$ cat config.mk
export PLATFORM = sky130hd
export DESIGN_NAME = operand_forward_mux
export DESIGN_NICKNAME = d
export VERILOG_FILES = /design/src/rtl/operand_forward_mux.sv
export SDC_FILE = /design/constraint.sdc
export NUM_CORES = 1
export LEC_CHECK = 0
export CAP_MARGIN = 20
export CORE_MARGIN = 2
export CORE_UTILIZATION = 31
export CTS_BUF_LIST = sky130_fd_sc_hd__clkbuf_16
export CTS_CLUSTER_SIZE = 25
export DETAILED_ROUTE_END_ITERATION = 10
export PLACE_DENSITY = 0.84
export SYNTH_ARGS = -nofsm -noshare
export SYNTH_HDL_FRONTEND = slang
export SYNTH_SLANG_ARGS = --single-unit
$ cat constraint.sdc
create_clock -name clk -period 1.69 [get_ports clk]
set_input_delay 0.169 -clock clk [delete_from_list [all_inputs] [get_ports clk]]
set_output_delay 0.169 -clock clk [all_outputs]
set_load 0.02 [all_outputs]
$ cat src/rtl/operand_forward_mux.sv
// operand_forward_mux
//   Execute-stage operand forwarding multiplexor. Picks one of num_src
//   operand sources (source 0 = register-file read value, others = later
//   pipeline stages) under control of the hazard unit, stalls while the
//   chosen producer is not ready, and registers the operand behind a
//   valid/ready handshake. Out-of-range selects yield a zero operand and
//   raise a sticky error flag.
//
// Ports
//   clk, reset_n  : rising-edge clock, asynchronous active-low reset
//   sig_control   : source select from the hazard unit
//   src_data      : flattened sources, source k at [k*size +: size]
//   src_ready     : per-source producer-ready flags
//   in_valid      : upstream instruction present
//   in_ready      : instruction accepted this cycle
//   result        : registered forwarded operand
//   out_valid     : result holds a valid operand
//   out_ready     : downstream consumes result this cycle
//   stall_req     : combinational load-use stall request
//   sel_err       : sticky out-of-range select flag
//   err_clr       : synchronous clear of sel_err (a coincident set wins)
//   stall_cnt     : saturating count of stall cycles
module operand_forward_mux #(
    parameter int unsigned size    = 32,
    parameter int unsigned num_src = 4,
    parameter int unsigned sel_w   = 2,
    parameter int unsigned cnt_w   = 8
) (
    input  logic                      clk,
    input  logic                      reset_n,
    input  logic [sel_w-1:0]          sig_control,
    input  logic [num_src*size-1:0]   src_data,
    input  logic [num_src-1:0]        src_ready,
    input  logic                      in_valid,
    output logic                      in_ready,
    output logic [size-1:0]           result,
    output logic                      out_valid,
    input  logic                      out_ready,
    output logic                      stall_req,
    output logic                      sel_err,
    input  logic                      err_clr,
    output logic [cnt_w-1:0]          stall_cnt
);

    // One extra bit so num_src == 2^sel_w is representable.
    localparam logic [sel_w:0] NSRC = (sel_w+1)'(num_src);

    logic              sel_ok;
    logic              sel_rdy;
    logic [size-1:0]   sel_dat;
    logic              src_ok;
    logic              accept;

    logic [size-1:0]   result_q, result_d;
    logic              out_valid_q, out_valid_d;
    logic              sel_err_q, sel_err_d;
    logic [cnt_w-1:0]  stall_cnt_q, stall_cnt_d;

    // Explicit decode over legal codes only: unused codes never index past
    // the source vectors and resolve to zero data / not-ready.
    always_comb begin
        sel_rdy = 1'b0;
        sel_dat = '0;
        for (int unsigned k = 0; k < num_src; k++) begin
            if (sig_control == sel_w'(k)) begin
                sel_rdy = src_ready[k];
                sel_dat = src_data[k*size +: size];
            end
        end
    end

    always_comb begin
        sel_ok    = ({1'b0, sig_control} < NSRC);
        src_ok    = sel_ok ? sel_rdy : 1'b1;
        stall_req = in_valid & sel_ok & ~sel_rdy;
        in_ready  = src_ok & (~out_valid_q | out_ready);
        accept    = in_valid & in_ready;
    end

    always_comb begin
        result_d    = result_q;
        out_valid_d = out_valid_q;
        sel_err_d   = sel_err_q;
        stall_cnt_d = stall_cnt_q;

        if (accept) begin
            result_d    = sel_ok ? sel_dat : '0;
            out_valid_d = 1'b1;
        end else if (out_valid_q && out_ready) begin
            out_valid_d = 1'b0;
        end

        if (accept && !sel_ok) begin
            sel_err_d = 1'b1;
        end else if (err_clr) begin
            sel_err_d = 1'b0;
        end

        if (stall_req && (stall_cnt_q != '1)) begin
            stall_cnt_d = stall_cnt_q + 1'b1;
        end
    end

    always_ff @(posedge clk or negedge reset_n) begin
        if (!reset_n) begin
            result_q    <= '0;
            out_valid_q <= 1'b0;
            sel_err_q   <= 1'b0;
            stall_cnt_q <= '0;
        end else begin
            result_q    <= result_d;
            out_valid_q <= out_valid_d;
            sel_err_q   <= sel_err_d;
            stall_cnt_q <= stall_cnt_d;
        end
    end

    assign result    = result_q;
    assign out_valid = out_valid_q;
    assign sel_err   = sel_err_q;
    assign stall_cnt = stall_cnt_q;

endmodule

==> out/qor.txt, run 1 <==
status - complete, no violations
CTS tree - yes
clock period minus worst slack - 1.59 ns
Synth warnings - 0
Fin. Hold Viols - 0
Flop pwr share - 31.1%
relative slew slack - 65.5%
CTS clk-pin slew, worst paths - 0.06 ns
# rows - 32
antenna cells - 0
final setup vio count - 0
grt met2 use - 32.1%
grt met3 use - 5.22%
sequential share of the synthesized area - 40.8%
combinational group share of total power - 44.2%
Placed Area - 4530 um2
area fraction of the dominant cell type after synthesis - 40.8%
switching part of the total - 29.3%
initial antenna violation count - 0
GRT busiest layer - met2
sequential cell area - 1030 um2
worst hold path class - primary input to asynchronous set/reset pin
Final Slew Violations - 0
MaxCap Viol Count - 0
Internal Pwr Total - 3.44 mW
Mapped Nets - 286
routing usage on met1 - 18.5%
largest net degree at the start of global routing - 33
Max clock buf depth - 2
multi-input logic area - 1440 um2
vias per inst - 4.83
Synth area leaders - dfrtp_1 41%, mux4_2 30%, mux2_4 9.5%, mux2_1 7.6%, buf_12 1.6%
dpl hpwl - 6280 um
pwr dens - 1020 nW/um2
Reg2Reg Depth - 4
dpl ws - -0.331 ns
Final Cycle Share - 94.0%
WL/cell - 17.0 um
Achievable Freq - 630 MHz
Syn Inst Count - 146
first-pass GRT wire length - 11600 um
Worst EP arrival - 1.75 ns
Placeable Area - 7810 um2
I/O Pins - 183
vias post-DR - 2125
initial DRC count - 23
worst clock skew - 0.00298 ns
htree depth - 2
router iterations before antenna repair - 3
worst setup margin - 0.102 ns
drt drc - 0
clock share of power - 24.6%
Initial Utilization - 32.2%
#FFs+latches synth - 41
Final #Nets - 477
Critical Path RT - 1.85 ns
commonest non-fill, non-tap cell in the layout - clkdlybuf4s50_1
Worst Tran Pin Value - 0.518 ns
CTS Sinks - 41
Final ANT Viol Nets - 0
crit path max fanout - 4
Total GRT Usage - 17.3%
VDD IR-drop max - 0.459 mV
port bufs - 180
Critical Path End Type - flip-flop
CTS Buf Count - 5
most frequent cells in the layout - 171 x clkdlybuf4s50_1, 41 x dfrtp_1, 33 x mux4_2, 29 x mux2_4, 10 x buf_4
Reg2Reg Setup Slack - 0.10 ns
Syn Std Cell Area - 2520 um2
Skew-Pair Late Insertion Delay - 0.27 ns
total congestion overflow - 0
library cell with the largest summed area after synthesis - dfrtp_1
Unique masters post-synth - 29
die area - 8850 um2
Area Growth Syn to Fin - 89.2%
Root Driver - clkbuf_16
post-route cell area - 4760 um2
crit path kind - flip-flop to flip-flop
chip height - 94.1 um
final wirelength - 7460 um
P_leak - 2.01 nW
switching power - 1.42 mW
crit start category - flip-flop
Avg Cell Area, Syn - 17.2 um2
fillcell total - 634
vias in the first global route - 2397
Power Total - 4.86 mW
global placement routability congestion - 0.807
layout cells sized above 1 - 28.4%
die width - 94.1 um
[cell type report]
| type | count | share of cell area [%] |
|---|---|---|
| repair buffers | 196 | 41.4 |
| inverters | 1 | 0.0789 |
| clock buffers | 5 | 2.63 |
| flip-flops and latches | 41 | 21.6 |
| well taps | 102 | 2.68 |
| clock inverters | 3 | 1.37 |
| multi-input cells | 92 | 30.3 |
[power by group through the flow]
| stage | sequential [mW] | combinational (mW) | clock (mW) |
|---|---|---|---|
| floorplan | 1.86 | 0.682 | 0 |
| global placement | 1.51 | 2.12 | 0 |
| detailed placement | 1.52 | 2.17 | 0 |
| CTS | 1.51 | 2.18 | 1.23 |
| global route | 1.56 | 2.29 | 1.28 |
| finish | 1.51 | 2.15 | 1.20 |
[state kept, by name, indices dropped and copies added (netlist names)]
signal	count
stall_cnt	8
result	32
out_valid	1
[cells by family after synthesis]
family | Yosys count | synth area share [%]
and+or+nand+nor | 13 | 4.03
adders and majority gates | 1 | 0.497
buffers and inverters | 13 | 4.28
muxes | 66 | 46.7
other | 1 | 0.149
DFF | 41 | 40.8
xor gates and xnor gates | 5 | 1.74
AOI/OAI and AO/OA | 6 | 1.84
[through the flow]
step / util, % / TNS, ns / hold slack, ns / instances
floorplan: - / -0.139 / -0.127 / 146
global placement: 58.0 / -10.30 / 0.165 / 430
detailed placement: 58.0 / -10.97 / 0.165 / 430
CTS: 60.7 / 0 / 0.415 / 439
global route: 61.0 / -0.0116 / 0.460 / 440
finish: 61.0 / 0 / 0.414 / 440
[synthesized netlist by cell type (all sizes together)]
master / n
a21oi: 3
ha: 1
nand4: 1
nand2b: 1
xor2: 3
nand3: 2
and4: 1
inv: 1
mux4: 33
a31oi: 1
mux2: 33
clkbuf: 3
and2: 1
nand2: 2
nor2: 1
a211oi: 2
nor4b: 1
buf: 9
dfrtp: 41
xnor2: 2
and3: 3
conb: 1
[per-layer routing]
metal	vias to the layer above	part of all wire (%)
li1	964	-
met1	1030	36
met2	119	53
met3	12	9.0
met4	0	2.0
met5	-	0
[path summary, 6_finish.rpt]
path	start	endpoint
setup / recovery	stall_cnt[1]	stall_cnt[1]
hold / removal	reset_n	stall_cnt[3]
setup reg to reg	stall_cnt[1]	stall_cnt[1]
hold reg to reg	result[4]	result[4]
max in group asynchronous	reset_n	result[15]
min in group clk	result[4]	result[4]
[what timing repair did]
item / CTS / global route
hold endpoints to repair: 20 / 0
setup endpoints to repair: 13 / 17
hold buffers: 1 / 0
buffers inserted: 0 / 1
pin swaps: 1 / 3
gates cloned: 0 / 0
gates resized for setup: 8 / 6
[worst max-delay path, cell delays in order, from the launching register on]
cell	delay, ns
dfrtp_1	0.42
ha_1	0.23
and3_1	0.25
a211oi_2	0.24
mux2_1	0.34
(Power assumes the default switching activity.)
==> run 2, diff against run 1 <==
--- a/config.mk
+++ b/config.mk
@@ -6,12 +6,13 @@
 export NUM_CORES = 1
 export LEC_CHECK = 0
 export CAP_MARGIN = 20
-export CORE_MARGIN = 2
+export CORE_ASPECT_RATIO = 0.5
 export CORE_UTILIZATION = 31
 export CTS_BUF_LIST = sky130_fd_sc_hd__clkbuf_16
 export CTS_CLUSTER_SIZE = 25
 export DETAILED_ROUTE_END_ITERATION = 10
 export PLACE_DENSITY = 0.84
+export SETUP_SLACK_MARGIN = 0.2
 export SYNTH_ARGS = -nofsm -noshare
 export SYNTH_HDL_FRONTEND = slang
 export SYNTH_SLANG_ARGS = --single-unit
==> run 2 against run 1 <==
Net effect:
- fmax rose by 4.9%
- largest power group unchanged
- clock skew rose by 0.0020 ns
- die area fell by 4.0%
- sequential share of layout area fell by 0.19 points
- highest routed layer unchanged
==> out/qor.txt, run 2 (synthesized netlist as in run 1, its figures left out) <==
Final Cycle Share - 89.6% (-4.4 points)
vias in the first global route - 2513 (+4.8%)
total congestion overflow - 0 (unchanged)
final wirelength - 8520 um (+14%)
Power Total - 4.83 mW (-0.67%)
Final ANT Viol Nets - 0 (unchanged)
flip-flop count of the largest register after layout - 32 (unchanged)
CTS clk-pin slew, worst paths - 0.06 ns (about the same)
Max clock buf depth - 2 (unchanged)
post-route cell area - 4810 um2 (+1.1%)
Placeable Area - 7600 um2 (-2.7%)
RSZ-0062 raised after global routing - true
Final #Nets - 481 (+0.84%)
Total GRT Usage - 20.9% (+3.7 points)
dpl ws - -0.436 ns (-0.105 ns)
crit start category - flip-flop
crit path kind - flip-flop to flip-flop
Area Growth Syn to Fin - 91.3%
crit path max fanout - 4 (unchanged)
VDD IR-drop max - 0.429 mV (-6.7%)
CTS Sinks - 41 (unchanged)
vias post-DR - 2193 (+3.2%)
clock period minus worst slack - 1.51 ns (-0.0743 ns)
final core occ - 63.4% (+2.4 points)
initial DRC count - 155 (+570%)
die area - 8500 um2 (-4.0%)
router iterations before antenna repair - 4 (+1)
RR Startpoint - stall_cnt[1]
Placed Area - 4530 um2 (unchanged)
Reg2Reg Depth - 4 (unchanged)
grt met3 use - 3.26% (-2.0 points)
Slowest-stage cell, CP - dfrtp_2
Critical Path End Type - flip-flop
routing usage on met1 - 22.9% (+4.4 points)
commonest non-fill, non-tap cell in the layout - clkdlybuf4s50_1
Achievable Freq - 661 MHz (+4.9%)
layout cells sized above 1 - 31.9% (+3.5 points)
Reg2Reg Setup Slack - 0.18 ns (+0.07 ns)
first-pass GRT wire length - 13200 um (+13%)
vias per inst - 4.87 (+0.91%)
worst hold path class - primary input to asynchronous set/reset pin
worst setup margin - 0.177 ns (+0.0743 ns)
worst clock skew - 0.00498 ns (+0.00200 ns)
CTS Buf Count - 5 (unchanged)
Root Driver - clkbuf_16
Final Slew Violations - 0 (unchanged)
initial antenna violation count - 0 (unchanged)
GRT busiest layer - met2
port bufs - 180 (unchanged)
global placement routability congestion - 0.821 (+1.8%)
FF-to-FF End - stall_cnt[1]
status - complete, no violations
largest net degree at the start of global routing - 33 (unchanged)
relative slew slack - 59.2% (-6.2 points)
most frequent cells in the layout - 163 x clkdlybuf4s50_1, 39 x dfrtp_1, 33 x mux4_2, 31 x mux2_4, 11 x buf_4
MaxCap Viol Count - 0 (unchanged)
CTS tree - yes
drt drc - 0 (unchanged)
die width - 129 um (+38%)
WL/cell - 18.9 um (+12%)
Critical Path RT - 1.85 ns (about the same)
dpl hpwl - 6640 um (+5.8%)
Worst EP arrival - 1.67 ns (-0.08 ns)
CP max stage delay - 0.44 ns (+0.02 ns)
grt met2 use - 40.9% (+8.8 points)
htree depth - 2 (unchanged)
chip height - 65.7 um (-30%)
# rows - 22 (-31%)
Initial Utilization - 33.1% (+0.89 points)
fillcell total - 570 (-10%)
Fin. Hold Viols - 0 (unchanged)
Worst Tran Pin Value - 0.611 ns (+0.0931 ns)
P_leak - 2.05 nW (+2.0%)
pwr dens - 1000 nW/um2 (-1.8%)
final setup vio count - 0 (unchanged)
I/O Pins - 183 (unchanged)
antenna cells - 0 (unchanged)
Buffers & Inverters on Critical Path - 0 (unchanged)
Skew-Pair Late Insertion Delay - 0.28 ns (about the same)
launch point of the worst path - stall_cnt[1]
cell family with most CP delay - flip-flops
crit path cell chain - ha_4, and3_4, a211oi_2, mux2_1
## run 2: through the flow
stage	hold slack (ns)	cells	TNS, ns
2_1_floorplan	-0.127	146	-0.139
3_3_place_gp	0.197	435	-9.73
3_5_place_dp	0.217	435	-10.13
4_1_cts	0.451	450	0
5_1_grt	0.517	450	0
6_report	0.431	450	0
## run 2: worst max path at each step
stage / endpoint / cells past startpoint / slack (ns)
6_report: stall_cnt[1] / 4 / 0.18
5_1_grt: stall_cnt[1] / 4 / 0.14
4_1_cts: stall_cnt[1] / 4 / 0.16
3_5_place_dp: stall_req / 4 / -0.44
3_3_place_gp: stall_req / 4 / -0.42
2_1_floorplan: result[0] / 6 / -0.01
## run 2: power breakdown
part | internal, mW | switching, mW | leakage, nW
clock | 0.686 | 0.376 | 0.0826
sequential | 1.29 | 0.249 | 0.487
combinational | 1.34 | 0.887 | 1.48
## run 2: routing by layer
layer | up-vias | part of all wire, %
met5 | - | 0
met4 | 0 | 2.7
met3 | 23 | 3.0
met2 | 61 | 58
met1 | 1138 | 36
li1 | 971 | -
## run 2: final cells by class
cell class                 count  area, um2  area share, %
clock buffer                   5        125           2.60
clock inverter                 3       37.5          0.780
tap                          108        135           2.81
inverter                       1       3.75         0.0780
sequential                    41       1030           21.4
timing repair buffer         200       1990           41.4
multi-input combinational     92       1490           31.0
## run 2: timing repair
| action | 4_1_cts | 5_1_grt |
|---|---|---|
| hold buffers | 1 | 0 |
| cloned | 1 | 0 |
| gates resized for setup | 37 | 9 |
| pin swaps | 6 | 6 |
| setup buffers | 5 | 0 |
| endpoints found under the setup margin | 46 | 9 |
| hold endpoints to repair | 26 | 0 |
==> run 3, diff against run 2 <==
--- a/config.mk
+++ b/config.mk
@@ -7,12 +7,13 @@
 export LEC_CHECK = 0
 export CAP_MARGIN = 20
 export CORE_ASPECT_RATIO = 0.5
-export CORE_UTILIZATION = 31
+export CORE_UTILIZATION = 35
 export CTS_BUF_LIST = sky130_fd_sc_hd__clkbuf_16
 export CTS_CLUSTER_SIZE = 25
 export DETAILED_ROUTE_END_ITERATION = 10
-export PLACE_DENSITY = 0.84
+export PLACE_DENSITY = 0.89
 export SETUP_SLACK_MARGIN = 0.2
+export SLEW_MARGIN = 40
 export SYNTH_ARGS = -nofsm -noshare
 export SYNTH_HDL_FRONTEND = slang
 export SYNTH_SLANG_ARGS = --single-unit
==> constraint.sdc (replaced) <==
create_clock -name clk -period 1.5 [get_ports clk]
set_input_delay 0.15 -clock clk [delete_from_list [all_inputs] [get_ports clk]]
set_output_delay 0.15 -clock clk [all_outputs]
set_load 0.02 [all_outputs]
==> run 3 against run 2 <==
Net effect:
- the flow now finishes with violations (negative setup slack)
- combinational power grew 22%
- routed wire length grew 12%
- setup slack lost 0.18 ns
- sequential cell count is the same
- register-to-register slack lost 0.18 ns
- clock skew is essentially flat
- total power grew 12%
- sequential power grew 10%
- clock power shrank 6%
- die area shrank 11%
- clock-buffer cell count is the same
==> out/qor.txt, run 3 (synthesized netlist as in run 1, its figures left out) <==
crit start category - primary input
worst setup path endpoint - result[12]
chip height - 62.0 um (-5.7%)
worst setup margin - -0.00787 ns (-0.184 ns)
CTS Buf Count - 5 (unchanged)
die width - 122 um (-5.8%)
launch point of the worst path - sig_control[0]
worst hold path class - primary input to asynchronous set/reset pin
Final Cycle Share - 101%
final core occ - 74.2% (+11 points)
initial antenna violation count - 0 (unchanged)
Area Growth Syn to Fin - 101%
dpl hpwl - 6490 um (-2.2%)
I/O Pins - 183 (unchanged)
Initial Utilization - 37.0% (+3.9 points)
Worst EP arrival - 1.67 ns (about the same)
Final #Nets - 503 (+4.6%)
Achievable Freq - 663 MHz
P_leak - 2.22 nW (+8.5%)
RR Startpoint - out_valid
status - finished with violations
total congestion overflow - 0 (unchanged)
Critical Path RT - 1.66 ns (-0.19 ns)
CTS tree - yes
final setup vio count - 1 (+1)
VDD IR-drop max - 0.612 mV (+43%)
FF-to-FF End - result[12]
initial DRC count - 104 (-33%)
Max clock buf depth - 2 (unchanged)
vias per inst - 5.22 (+7.1%)
most frequent cells in the layout - 130 x clkdlybuf4s50_1, 39 x dfrtp_1, 37 x dlygate4sd2_1, 33 x mux4_2, 33 x mux2_4
# rows - 21 (-4.5%)
crit path kind - primary input to flip-flop
crit path max fanout - 8 (+4)
Fin. Hold Viols - 0 (unchanged)
Reg2Reg Setup Slack - 0 ns (-0.18 ns)
htree depth - 2 (unchanged)
pwr dens - 1080 nW/um2 (+7.2%)
Total GRT Usage - 23.6% (+2.6 points)
largest net degree at the start of global routing - 33 (unchanged)
WHS - 0.333 ns (-0.0981 ns)
antenna cells - 0 (unchanged)
worst clock skew - 0.00503 ns (+0.0000439 ns)
drt drc - 0 (unchanged)
layout cells sized above 1 - 37.6% (+5.8 points)
die area - 7550 um2 (-11%)
Placeable Area - 6810 um2 (-10%)
vias post-DR - 2380 (+8.5%)
router iterations before antenna repair - 4 (unchanged)
MaxCap Viol Count - 0 (unchanged)
RSZ-0062 raised after global routing - true
failing checks - negative setup slack
CTS Sinks - 41 (unchanged)
Final ANT Viol Nets - 0 (unchanged)
Final Slew Violations - 0 (unchanged)
Root Driver - clkbuf_16
global placement routability congestion - 0.767 (-6.5%)
WL/cell - 21.0 um (+11%)
commonest non-fill, non-tap cell in the layout - clkdlybuf4s50_1
vias in the first global route - 2525 (+0.48%)
final wirelength - 9570 um (+12%)
first-pass GRT wire length - 12900 um (-2.2%)
Critical Path End Type - flip-flop
clock period minus worst slack - 1.51 ns
flip-flop count of the largest register after layout - 32 (unchanged)
Skew-Pair Late Insertion Delay - 0.28 ns (about the same)
Reg2Reg Depth - 6 (+2)
CTS clk-pin slew, worst paths - 0.06 ns (about the same)
port bufs - 180 (unchanged)
==> run 3: per-stage QoR <==
stage | instance area [um2] | TNS [ns] | total power, mW | instances | setup slack (ns)
finish | 5050 | -0.00787 | 5.43 | 456 | -0.00787
global route | 5050 | -0.276 | 5.66 | 456 | -0.0298
CTS | 4870 | 0 | 5.22 | 447 | 0.0358
detailed placement | 4590 | -17.88 | 4.26 | 428 | -0.490
global placement | 4590 | -16.03 | 4.18 | 428 | -0.436
floorplan | 2580 | -5.39 | 2.88 | 146 | -0.185
==> run 3: what timing repair did <==
item,4_1_cts,5_1_grt
buffers inserted,8,8
hold buffers,1,0
endpoints found under the setup margin,83,45
cloned,2,1
pin swaps,6,7
hold endpoints to repair,16,0
gates resized for setup,83,25
==> run 3: routing by layer <==
layer,track usage (%),wire length (um),up-vias
met2,47.3,5330,95
met4,10.8,334,0
met1,25.6,3550,1239
met5,0,0,-
met3,3.65,361,29
li1,-,-,1017
==> run 3: worst min-delay path by stage <==
stage               cells past startpoint     from    endpoint
floorplan                               0  reset_n   out_valid
global placement                        1  reset_n   result[6]
detailed placement                      1  reset_n  result[11]
CTS                                     2  reset_n  result[11]
global route                            2  reset_n  result[11]
finish                                  2  reset_n  result[11]
==> run 3: layout make-up <==
class | count | area (um2)
clock buffer | 5 | 125
clock inverter | 3 | 11.3
sequential | 41 | 1030
tap | 92 | 115
multi-input combinational | 92 | 1520
inverter | 1 | 3.75
fill | 405 | 1760
timing repair buffer | 222 | 2240
==> run 3: power by group <==
part / leakage [nW] / total [mW] / switching, mW / internal [mW]
sequential: 0.487 / 1.70 / 0.248 / 1.45
combinational: 1.66 / 2.73 / 1.18 / 1.55
clock: 0.0776 / 0.999 / 0.401 / 0.598
total: 2.22 / 5.43 / 1.83 / 3.60
==> run 3: critical path, cell delays in order <==
cell	delay [ns]
buf_8	0.08
mux4_2	0.54
and2_4	0.22
nand2_8	0.12
buf_12	0.12
buf_12	0.13
mux2_4	0.31
